**src/rtl/ppu_reg_file.sv**
```systemverilog
// ppu_reg_file: CPU-visible PPU registers $2000-$2007, VRAM/OAM access ports.
// Optional PPU_REG_READ_BUFFER_EN: $2007 reads go through a delayed read buffer.
module ppu_reg_file #(
   parameter int VADDR_W    = 14,
   parameter int VINC_LARGE = 32
) (
   input  logic               clk,
   input  logic               reset,
   input  logic               cs,
   input  logic               WE,
   input  logic [15:0]        cpu_addr_in,
   input  logic [7:0]         cpu_data_in,
   output logic [7:0]         cpu_data_out,
   output logic [VADDR_W-1:0] ppu_addr_out,
   output logic [7:0]         ppu_data_out,
   output logic               ppu_we,
   output logic               ppu_re,
   input  logic [7:0]         ppu_data_in,
   output logic [7:0]         OAM_addr_out,
   output logic [7:0]         OAM_data_out,
   output logic               OAM_we,
   input  logic [7:0]         OAM_data_in,
   input  logic               vblank_set,
   input  logic               vblank_clr,
   input  logic               spr0_set,
   input  logic               ovf_set,
   output logic [7:0]         ctrl_out,
   output logic [7:0]         mask_out,
   output logic [7:0]         scroll_x,
   output logic [7:0]         scroll_y,
   output logic               nmi
);

   logic               rd;
   logic               wr;
   logic [7:0]         hit;
   logic               vbl;
   logic               spr0;
   logic               ovf;
   logic               w;
   logic [VADDR_W-1:0] t;
   logic [VADDR_W-1:0] v;
   logic [VADDR_W-1:0] v_inc;
   logic               oam_we_q;
   logic               pwe_q;
   logic               pre_q;
   logic               cap_q;
   logic [7:0]         status;
   logic               unused_addr;

   assign rd          = cs & ~WE;
   assign wr          = cs & WE;
   assign hit         = 8'(1) << cpu_addr_in[2:0];
   assign unused_addr = ^cpu_addr_in[15:3];
   assign status      = {vbl, spr0, ovf, cpu_data_out[4:0]};
   assign v_inc       = ctrl_out[2] ? VADDR_W'(VINC_LARGE) : VADDR_W'(1);

   assign ppu_addr_out = v;
   assign ppu_we       = pwe_q & ~reset;
   assign ppu_re       = pre_q & ~reset;
   assign OAM_we       = oam_we_q & ~reset;
   assign nmi          = vbl & ctrl_out[7] & ~reset;

   // Control, mask, scroll and the shared first/second-write toggle
   always_ff @(posedge clk) begin
      if (reset) begin
         ctrl_out <= 8'h00;
         mask_out <= 8'h00;
         scroll_x <= 8'h00;
         scroll_y <= 8'h00;
         t        <= '0;
         w        <= 1'b0;
      end else begin
         if (wr && hit[0])
            ctrl_out <= cpu_data_in;
         if (wr && hit[1])
            mask_out <= cpu_data_in;
         if (wr && hit[5]) begin
            if (!w)
               scroll_x <= cpu_data_in;
            else
               scroll_y <= cpu_data_in;
         end
         if (wr && hit[6]) begin
            if (!w)
               t[VADDR_W-1:8] <= cpu_data_in[VADDR_W-9:0];
            else
               t[7:0] <= cpu_data_in;
         end
         if (rd && hit[2])
            w <= 1'b0;
         else if (wr && (hit[5] || hit[6]))
            w <= ~w;
      end
   end

   // Status flags: any clear this cycle wins over a set
   always_ff @(posedge clk) begin
      if (reset) begin
         vbl  <= 1'b0;
         spr0 <= 1'b0;
         ovf  <= 1'b0;
      end else begin
         if (vblank_clr || (rd && hit[2]))
            vbl <= 1'b0;
         else if (vblank_set)
            vbl <= 1'b1;
         if (vblank_clr)
            spr0 <= 1'b0;
         else if (spr0_set)
            spr0 <= 1'b1;
         if (vblank_clr)
            ovf <= 1'b0;
         else if (ovf_set)
            ovf <= 1'b1;
      end
   end

   // OAM port: write strobe one cycle after $2004, address bumps after it
   always_ff @(posedge clk) begin
      if (reset) begin
         oam_we_q     <= 1'b0;
         OAM_data_out <= 8'h00;
         OAM_addr_out <= 8'h00;
      end else begin
         oam_we_q <= wr & hit[4];
         if (wr && hit[4])
            OAM_data_out <= cpu_data_in;
         if (wr && hit[3])
            OAM_addr_out <= cpu_data_in;
         else if (oam_we_q)
            OAM_addr_out <= OAM_addr_out + 8'd1;
      end
   end

   // VRAM port: strobe at old v, advance v on the strobe cycle
   always_ff @(posedge clk) begin
      if (reset) begin
         pwe_q        <= 1'b0;
         pre_q        <= 1'b0;
         cap_q        <= 1'b0;
         ppu_data_out <= 8'h00;
         v            <= '0;
      end else begin
         pwe_q <= wr & hit[7];
         pre_q <= rd & hit[7];
         cap_q <= pre_q;
         if (wr && hit[7])
            ppu_data_out <= cpu_data_in;
         if (wr && hit[6] && w)
            v <= {t[VADDR_W-1:8], cpu_data_in};
         else if (pwe_q || pre_q)
            v <= v + v_inc;
      end
   end

`ifdef PPU_REG_READ_BUFFER_EN
   logic [7:0] rbuf;

   // Read buffer takes the VRAM byte when it arrives
   always_ff @(posedge clk) begin
      if (reset)
         rbuf <= 8'h00;
      else if (cap_q)
         rbuf <= ppu_data_in;
   end

   // CPU read data; a $2007 read hands back the previous buffer,
   // forwarding a byte that lands in the same cycle
   always_ff @(posedge clk) begin
      if (reset)
         cpu_data_out <= 8'h00;
      else if (rd && hit[2])
         cpu_data_out <= status;
      else if (rd && hit[4])
         cpu_data_out <= OAM_data_in;
      else if (pre_q)
         cpu_data_out <= cap_q ? ppu_data_in : rbuf;
   end
`else
   // CPU read data; a $2007 read returns the VRAM byte when it arrives
   always_ff @(posedge clk) begin
      if (reset)
         cpu_data_out <= 8'h00;
      else if (rd && hit[2])
         cpu_data_out <= status;
      else if (rd && hit[4])
         cpu_data_out <= OAM_data_in;
      else if (cap_q)
         cpu_data_out <= ppu_data_in;
   end
`endif

endmodule
```
**config.mk**
```make
export PLATFORM = sky130hd
export DESIGN_NAME = ppu_reg_file
export DESIGN_NICKNAME = d
export VERILOG_FILES = /design/src/rtl/ppu_reg_file.sv
export SDC_FILE = /design/constraint.sdc
export NUM_CORES = 1
export LEC_CHECK = 0
export BUFFER_PORTS_ARGS = -buffer_cell sky130_fd_sc_hd__buf_2
export CORE_MARGIN = 1
export CORE_UTILIZATION = 45
export DETAILED_ROUTE_END_ITERATION = 8
export PLACE_DENSITY = 0.86
export SLEW_MARGIN = 25
export SYNTH_ARGS = -nofsm -noshare
export SYNTH_HDL_FRONTEND = slang
export SYNTH_SLANG_ARGS = --single-unit
```
**constraint.sdc**
```tcl
create_clock -name clk -period 1.4 [get_ports clk]
set_input_delay 0.28 -clock clk [delete_from_list [all_inputs] [get_ports clk]]
set_output_delay 0.28 -clock clk [all_outputs]
set_load 0.05 [all_outputs]
```
==> results.yml, run 1 <==
cells_and_area:
  antenna-diode-count: 0
  layout-drive-gt1-share_pct: 41.3
  nets: 633
  stdcell_area_mm2: 0.00544
  nFillCells: 713
  synthToLayoutAreaGrowth_pct: 36.2
place:
  dpl_worst_slack_ps: -169
  gp_congestion: 0.909
  portBuffers: 116
  placed_area_mm2: 0.00510
  dp_hpwl_um: 7680
drt:
  vias: 3778
  antenna_left: 0
  dr.pass1.iters: 5
  drt-initial-drc-count: 205
  wl_per_cell_um: 15.8
  via_per_inst: 5.44
  routed_wirelength_um: 11000
  drc: 0
synth:
  muxShareOfSynthArea_pct: 10.3
  synth-edff-count: 0
  synth_seq_cells: 92
  synth_top_family_by_area: "simple AND/OR/NAND/NOR gates"
  yosys-top-cells-count: "dfxtp_1, nor2_1, nand2_1"
  netlist_area_mm2: 0.00399
  avgSynthCellArea_um2: 9.06
  synthFlopType: "dfxtp_1"
  yosysWarnings: 0
  netlist_instances: 441
  synth_cell_type_count: 43
  synth-adder-area-share_pct: 1.25
  syn_nets: 493
  synth_seq_area_share_pct: 46.1
  synth_top_cell_by_area: "dfxtp_1"
  synthSimpleGateAreaFrac_pct: 20.8
  synth_compound_area_share_pct: 15.5
  yosys-top-cells-area: "dfxtp_1, mux2i_1, nor2_1"
  synth.most_common_cell: "dfxtp_1"
  synth_top_area_share_pct: 46.1
  synth_xor_area_share_pct: 2.41
  async_flop_share_pct: 0
clock_tree:
  cts_buffers: 9
  cts_tree: "built"
  cts_hold_buf: 0
  htree_levels: 3
  clk_path_buf_depth: 2
  clock_latency_ps: 350
  cts_root_buf: "clkbuf_8"
  clk_pin_slew_ps: 90
  clock-sinks: 92
timing:
  timing.final.ws_setup_ps: -133
  hold_violations: 0
  hold_ws_ps: 111
  fin_skew_ps: 8.18
  slew_violations: 0
  rsz0062_at_grt: "true"
  finalCritPeriodShare_pct: 109
  max_clock_freq_mhz: 652
  setup_viol: 12
  period_minus_slack_ps: 1530
  relSlewSlack_pct: 70.1
  tightest_slew_ps: 449
die:
  die_w_um: 96.2
  dieArea_mm2: 0.00926
  die_height_um: 96.2
  initial_core_util_pct: 46.2
  io_pins: 130
  rows: 34
  coreArea_mm2: 0.00864
grt:
  grt_pass1_wl_um: 16400
  antenna_found_initial: 0
  grt.overflow.total: 0
  grt_start_max_net_pins: 41
  track_usage_pct: 23.6
  grt_pass1_vias: 3422
run:
  cap_viol_max_count: 0
worst_setup_path:
  cp-end-kind: "flip-flop"
  cp.required_ps: 1660
  crit_type: "reg2reg"
  cp_max_fo: 8
  rr_worst_depth: 6
  cp.arrival_ps: 1800
  critPathLaunchType: "flip-flop"
hold_path:
  hold_depth: 2
  min_path_type: "in2reg"
run_status:
  failed_checks: "negative setup slack"
  status: "finished with violations"
pwr:
  leakage_nw: 2.21
  power_density_mw_per_mm2: 890
  ir_worst_vdd_v: 0.000571
-- cell type report --
| cell class | count | area [um2] | share of cell area, % |
|---|---|---|---|
| inverters | 3 | 11.3 | 0.207 |
| well taps | 108 | 135 | 2.48 |
| clock inverters | 5 | 32.5 | 0.598 |
| flip-flops and latches | 92 | 1900 | 34.9 |
| repair buffers | 159 | 1030 | 18.9 |
| clock buffers | 11 | 153 | 2.81 |
| multi-input cells | 316 | 2180 | 40.1 |
-- final timing paths --
check                   start                to  slack [ps]
setup / recovery  ctrl_out[2]  ppu_addr_out[10]        -130
setup reg to reg  ctrl_out[2]  ppu_addr_out[10]        -130
hold reg to reg   ctrl_out[1]       ctrl_out[1]         460
hold / removal     vblank_clr              spr0         110
-- power breakdown --
group / switching (W) / leakage [nW] / total, W / internal [W]
registers: 0.0000259 / 0.758 / 0.00266 / 0.00263
clock network: 0.000923 / 0.0952 / 0.00168 / 0.000756
logic: 0.000338 / 1.36 / 0.000505 / 0.000166
-- per-layer routing --
layer | routed length [um] | vias to the layer above | GRT usage, %
met5 | 0 | - | 0
met4 | 206 | 0 | 8.71
met3 | 856 | 18 | 5.77
met2 | 5420 | 147 | 40.5
met1 | 4520 | 1793 | 28.3
li1 | - | 1820 | -
-- logic make-up (layout without fill, tap and decap cells) --
logic type	after synthesis	count (layout)
multiplexers	41	41
adder cells (fa/ha/maj)	4	4
XOR/XNOR	11	11
buffers and inverters	33	178
AND/OR/NAND/NOR	176	176
AO/OA/AOI/OAI	84	84
flip-flops	92	92
-- sequential cells by signal, summed over array words and instances, names as in the netlist, 6 cells and up --
register	cells
OAM_data_out	8
scroll_y	8
mask_out	8
OAM_addr_out	8
ctrl_out	8
scroll_x	8
cpu_data_out	8
ppu_addr_out	14
t	6
ppu_data_out	8
-- critical path, cell delays in order, from the launching register on --
cell and delay, ps:
dfxtp_4 380, inv_2 60, ha_4 140, ha_4 140
a31oi_4 140, or3_1 390, a311oi_2 200
-- per-stage QoR --
stage                     power [W]  std cells  util, %  TNS [ps]
final                       0.00484        694     63.0     -1030
after global routing        0.00502        694     63.0     -1750
after CTS                   0.00489        694     62.4      -852
after detailed placement    0.00322        676     59.1     -4130
after global placement      0.00320        676     59.1     -2390
after floorplan             0.00303        441        -     -1280
-- timing repair --
item / 4_1_cts / 5_1_grt
resized for setup: 31 / 14
setup buffers: 2 / 1
setup endpoints to repair: 17 / 16
pin swaps: 11 / 9
-- cells in the final DEF, fill, tap and decap left out, types with 4 or more instances in the layout --
cell / n
o211ai_1: 4
mux2i_1: 41
buf_12: 6
dfxtp_1: 70
dfxtp_2: 10
a311oi_1: 5
nand4_1: 4
xor2_1: 4
buf_4: 36
clkbuf_8: 9
buf_2: 110
o21ai_1: 7
a21oi_1: 33
dfxtp_4: 12
nor2_1: 58
a211oi_2: 5
nand3_1: 11
xnor2_1: 6
buf_6: 4
nor2_2: 7
nand2_1: 56
o21ai_0: 4
or3_1: 9
a311oi_2: 8
a211oi_1: 8
nor3_1: 7
Power figures use the tool's default switching activity.
==> inputs of run 2 (changes only) <==
CTS_CLUSTER_DIAMETER = 200   (was default)
PLACE_DENSITY = 0.77   (was 0.86)
clock period = 1.8 ns   (was 1.4 ns; I/O delays follow)
==> results.yml, run 2 (synthesized netlist as in run 1, its figures left out) <==
clock_tree:
  clk_pin_slew_ps: 80
  cts_buffers: 9
  cts_setup_buffers: 0
  cts_hold_buf: 0
  cts_tree: "built"
  htree_levels: 3
  clock-sinks: 92
  cts_root_buf: "clkbuf_8"
  clock_latency_ps: 360
  clk_path_buf_depth: 2
worst_setup_path:
  cp.required_ps: 2070
  worstPathCellList: "ha_1 -> a41oi_2 -> or3_1 -> a311oi_2"
  cp_slowest_stage_delay_ps: 430
  crit_type: "reg2reg"
  critPathLaunchType: "flip-flop"
  cp_max_fo: 8
  cp-end-kind: "flip-flop"
  cp_slowest_cell: "or3_1"
  cp.arrival_ps: 2010
die:
  coreArea_mm2: 0.00864
  dieArea_mm2: 0.00926
  die_w_um: 96.2
  io_pins: 130
  die_height_um: 96.2
  initial_core_util_pct: 46.2
  rows: 34
run:
  cap_viol_max_count: 0
cells_and_area:
  nets: 608
  final_common_cell: "buf_2"
  utilization_pct: 57.5
  largest_reg_flops: 14
  final_cell_mix: "buf_2, dfxtp_1, nor2_1"
  layout-drive-gt1-share_pct: 32.3
  antenna-diode-count: 0
  synthToLayoutAreaGrowth_pct: 24.3
drt:
  drt-initial-drc-count: 154
  wl_per_cell_um: 15.6
  dr.pass1.iters: 4
  via_per_inst: 5.41
  vias: 3622
  routed_wirelength_um: 10400
  antenna_left: 0
  drc: 0
grt:
  grt.overflow.total: 0
  grt_start_max_net_pins: 44
  grt_pass1_vias: 3280
  track_usage_pct: 22.9
  grt_pass1_wl_um: 15900
  antenna_found_initial: 0
pwr:
  finalPower_w: 0.00384
  ir_worst_vdd_v: 0.000577
  leakage_nw: 2.06
  power_density_mw_per_mm2: 775
place:
  gp_congestion: 0.887
  portBuffers: 116
  dp_hpwl_um: 7430
timing:
  finalCritPeriodShare_pct: 96.9
  period_minus_slack_ps: 1740
  rsz0062_at_grt: "true"
  tightest_slew_ps: 520
  fin_tns_setup_ps: 0
  hold_violations: 0
  relSlewSlack_pct: 65.3
  slew_violations: 0
  max_clock_freq_mhz: 573
  fin_skew_ps: 7.14
  setup_viol: 0
run_status:
  status: "finished clean"
hold_path:
  min_path_type: "in2reg"
## run 2: cell count changes in the layout (fill, tap and decap cells not counted), moves of 5 or more
cell / delta
o21ai_1: -7
o21ai_0: +9
dfxtp_1: +16
buf_12: -5
buf_2: +5
buf_4: -18
dfxtp_4: -12
nor2_1: +6
nor2_2: -5
## run 2: final cells by class
| type | count | area (um2) |
|---|---|---|
| clock inverters | 5 | 61.3 |
| fillers | 778 | 3670 |
| flip-flops and latches | 92 | 1850 |
| clock buffers | 11 | 141 |
| well taps | 108 | 135 |
| repair buffers | 134 | 731 |
| multi-input cells | 316 | 2030 |
| inverters | 3 | 11.3 |
## run 2: routing by layer
layer	part of all wire (%)	global-route usage [%]	up-vias
met2	46	37.3	150
met3	9.5	7.90	15
met5	0	0	-
met4	1.6	7.84	0
met1	43	28.0	1683
li1	-	-	1774
## run 2: worst max-delay path, delay by kind of cell (launching register included)
family / cells / cell delay (ps)
and+or+nand+nor: 1 / 430
DFF: 1 / 350
adders and majority gates: 1 / 390
AOI/OAI and AO/OA: 2 / 490
## run 2: path summary, 6_finish.rpt
kind	startpoint	to	slack [ps]	cells after the start
max	ctrl_out[2]	ppu_addr_out[9]	60	4
min	vblank_clr	ovf	190	2
max reg2reg	ctrl_out[2]	ppu_addr_out[9]	60	4
min reg2reg	ctrl_out[3]	ctrl_out[3]	450	2
## run 2: power by group
part	switching, W	internal, W
Combinational	0.000245	0.000103
Sequential	0.0000210	0.00206
Clock	0.000727	0.000686
Total	0.000993	0.00285
## run 2: repair_timing
item                       CTS  global route
setup endpoints to repair    5             6
pin swaps                    0             0
gates resized for setup      2             2
cloned                       0             0
## run 2: through the flow
step	hold WS (ps)	setup WS, ps	instances	cell area, um2
2_1_floorplan	432	-15.1	441	4000
3_3_place_gp	440	63.8	653	4740
3_5_place_dp	445	-10.1	653	4740
4_1_cts	175	44.0	669	4950
5_1_grt	177	-43.6	669	4960
6_report	188	56.0	669	4960
==> inputs of run 3 (changes only) <==
CORE_ASPECT_RATIO = 1.75   (was default)
==> results.yml, run 3 (synthesized netlist as in run 1, its figures left out) <==
place:
  dpl_worst_slack_ps: 0.124
  placed_area_mm2: 0.00474
  gp_congestion: 0.884
  dp_cells: 661
  dp_hpwl_um: 7810
  portBuffers: 116
grt:
  grt_start_max_net_pins: 42
  antenna_found_initial: 0
  grt_pass1_wl_um: 17200
  grt_pass1_vias: 3561
  track_usage_pct: 24.6
  grt.overflow.total: 0
cells_and_area:
  nFillCells: 788
  final_cell_mix: "buf_2, dfxtp_1, nor2_1"
  largest_reg_flops: 14
  multi_input_area_mm2: 0.00203
  layout-drive-gt1-share_pct: 32.1
  nets: 607
  antenna-diode-count: 0
  seqCellArea_mm2: 0.00185
  fin_cells: 677
  final_common_cell: "buf_2"
  stdcell_area_mm2: 0.00506
  synthToLayoutAreaGrowth_pct: 26.7
timing:
  rsz0062_at_grt: "true"
  timing.final.ws_setup_ps: 76.7
  finalCritPeriodShare_pct: 95.7
  fin_skew_ps: 6.93
  max_clock_freq_mhz: 580
  fin_tns_setup_ps: 0
  relSlewSlack_pct: 64.7
  slew_violations: 0
  tightest_slew_ps: 527
  setup_viol: 0
  hold_violations: 0
  period_minus_slack_ps: 1720
hold_path:
  whs_endpoint: "spr0"
  min_from: "vblank_clr"
  min_path_type: "in2reg"
  hold_depth: 2
drt:
  drt-initial-drc-count: 181
  routed_wirelength_um: 10900
  via_per_inst: 5.34
  drc: 0
  dr.pass1.iters: 4
  antenna_left: 0
  wl_per_cell_um: 16.1
  vias: 3618
clock_tree:
  cts_root_buf: "clkbuf_16"
  cts_buffers: 9
  clock-sinks: 92
  cts_setup_buffers: 0
  cts_hold_buf: 0
  cts_tree: "built"
  htree_levels: 3
  clk_path_buf_depth: 2
  clock_latency_ps: 340
  clk_pin_slew_ps: 60
worst_setup_path:
  crit_type: "reg2reg"
  critPathLaunchType: "flip-flop"
  cp-end-kind: "flip-flop"
  cp_max_fo: 8
  rr_worst_depth: 4
  reg2reg_from: "ctrl_out[2]"
  cp.required_ps: 2060
  r2r-end: "ppu_addr_out[11]"
  r2r_setup_slack_ps: 80
  cp.arrival_ps: 1980
run:
  cap_viol_max_count: 0
pwr:
  clkPwrFrac_pct: 43.9
  finalPower_w: 0.00435
  intPower_w: 0.00332
  seqPwrFrac_pct: 48.0
  p_sw_w: 0.00104
  ir_worst_vdd_v: 0.000637
  switching_share_pct: 23.8
  p_comb_share_pct: 8.1
  power_density_mw_per_mm2: 860
  leakage_nw: 2.09
die:
  coreArea_mm2: 0.00861
  rows: 45
  io_pins: 130
  dieArea_mm2: 0.00927
  die_w_um: 73.2
  initial_core_util_pct: 46.4
  die_height_um: 127
run_status:
  status: "finished clean"
-- run 3: changes by cell type in the layout (fill, tap and decap cells not counted), sizes merged --
cell      change
buf           -1
clkbuf        +1
clkinv        -2
clkinvlp      +1
-- run 3: cell type report --
type                    instances  area share [%]
flip-flops and latches         92            36.5
inverters                       3           0.223
clock inverters                 4           0.940
clock buffers                  12            5.07
well taps                     117            2.89
multi-input cells             316            40.0
repair buffers                133            14.3
-- run 3: critical path, stage by stage (launching register included) --
cell	delay [ps]
dfxtp_2	350
ha_1	380
a41oi_2	240
or3_1	420
a311oi_2	250
-- run 3: power groups by stage --
stage	registers [W]	logic, W	clock network, W
2_1_floorplan	0.00221	0.000151	0
3_3_place_gp	0.00213	0.000343	0
3_5_place_dp	0.00213	0.000351	0
4_1_cts	0.00209	0.000354	0.00195
5_1_grt	0.00209	0.000379	0.00203
6_report	0.00209	0.000353	0.00191
-- run 3: what timing repair did --
| action | in CTS | in global routing |
|---|---|---|
| setup endpoints to repair | 4 | 3 |
| gates resized for setup | 2 | 1 |
| pin swaps | 0 | 0 |
| gates cloned | 0 | 0 |
-- run 3: how the worst max path moves through the flow --
stage                            from          endpoint  slack [ps]  depth (start not counted)
final                     ctrl_out[2]  ppu_addr_out[11]          80                          4
after global routing      ctrl_out[2]  ppu_addr_out[13]          -5                          4
after detailed placement  ctrl_out[2]  ppu_addr_out[12]         0.1                          6
after CTS                 ctrl_out[2]   ppu_addr_out[6]          80                          6
after floorplan           ctrl_out[2]   ppu_addr_out[8]         -20                          6
after global placement    ctrl_out[2]   ppu_addr_out[6]          60                          6
-- run 3: metrics by stage --
step / utilization [%] / hold WS (ps)
6_report: 58.7 / 208
5_1_grt: 58.7 / 214
4_1_cts: 58.7 / 195
3_5_place_dp: 55.0 / 444
3_3_place_gp: 55.0 / 443
2_1_floorplan: - / 432
-- run 3: routing by layer --
| metal | share of wire [%] | global-route usage (%) | routed length, um | up-vias |
|---|---|---|---|---|
| li1 | - | - | - | 1777 |
| met1 | 38 | 26.1 | 4090 | 1693 |
| met2 | 54 | 43.8 | 5880 | 122 |
| met3 | 5.2 | 5.48 | 564 | 26 |
| met4 | 3.1 | 12.8 | 340 | 0 |
| met5 | 0 | 0 | 0 | - |
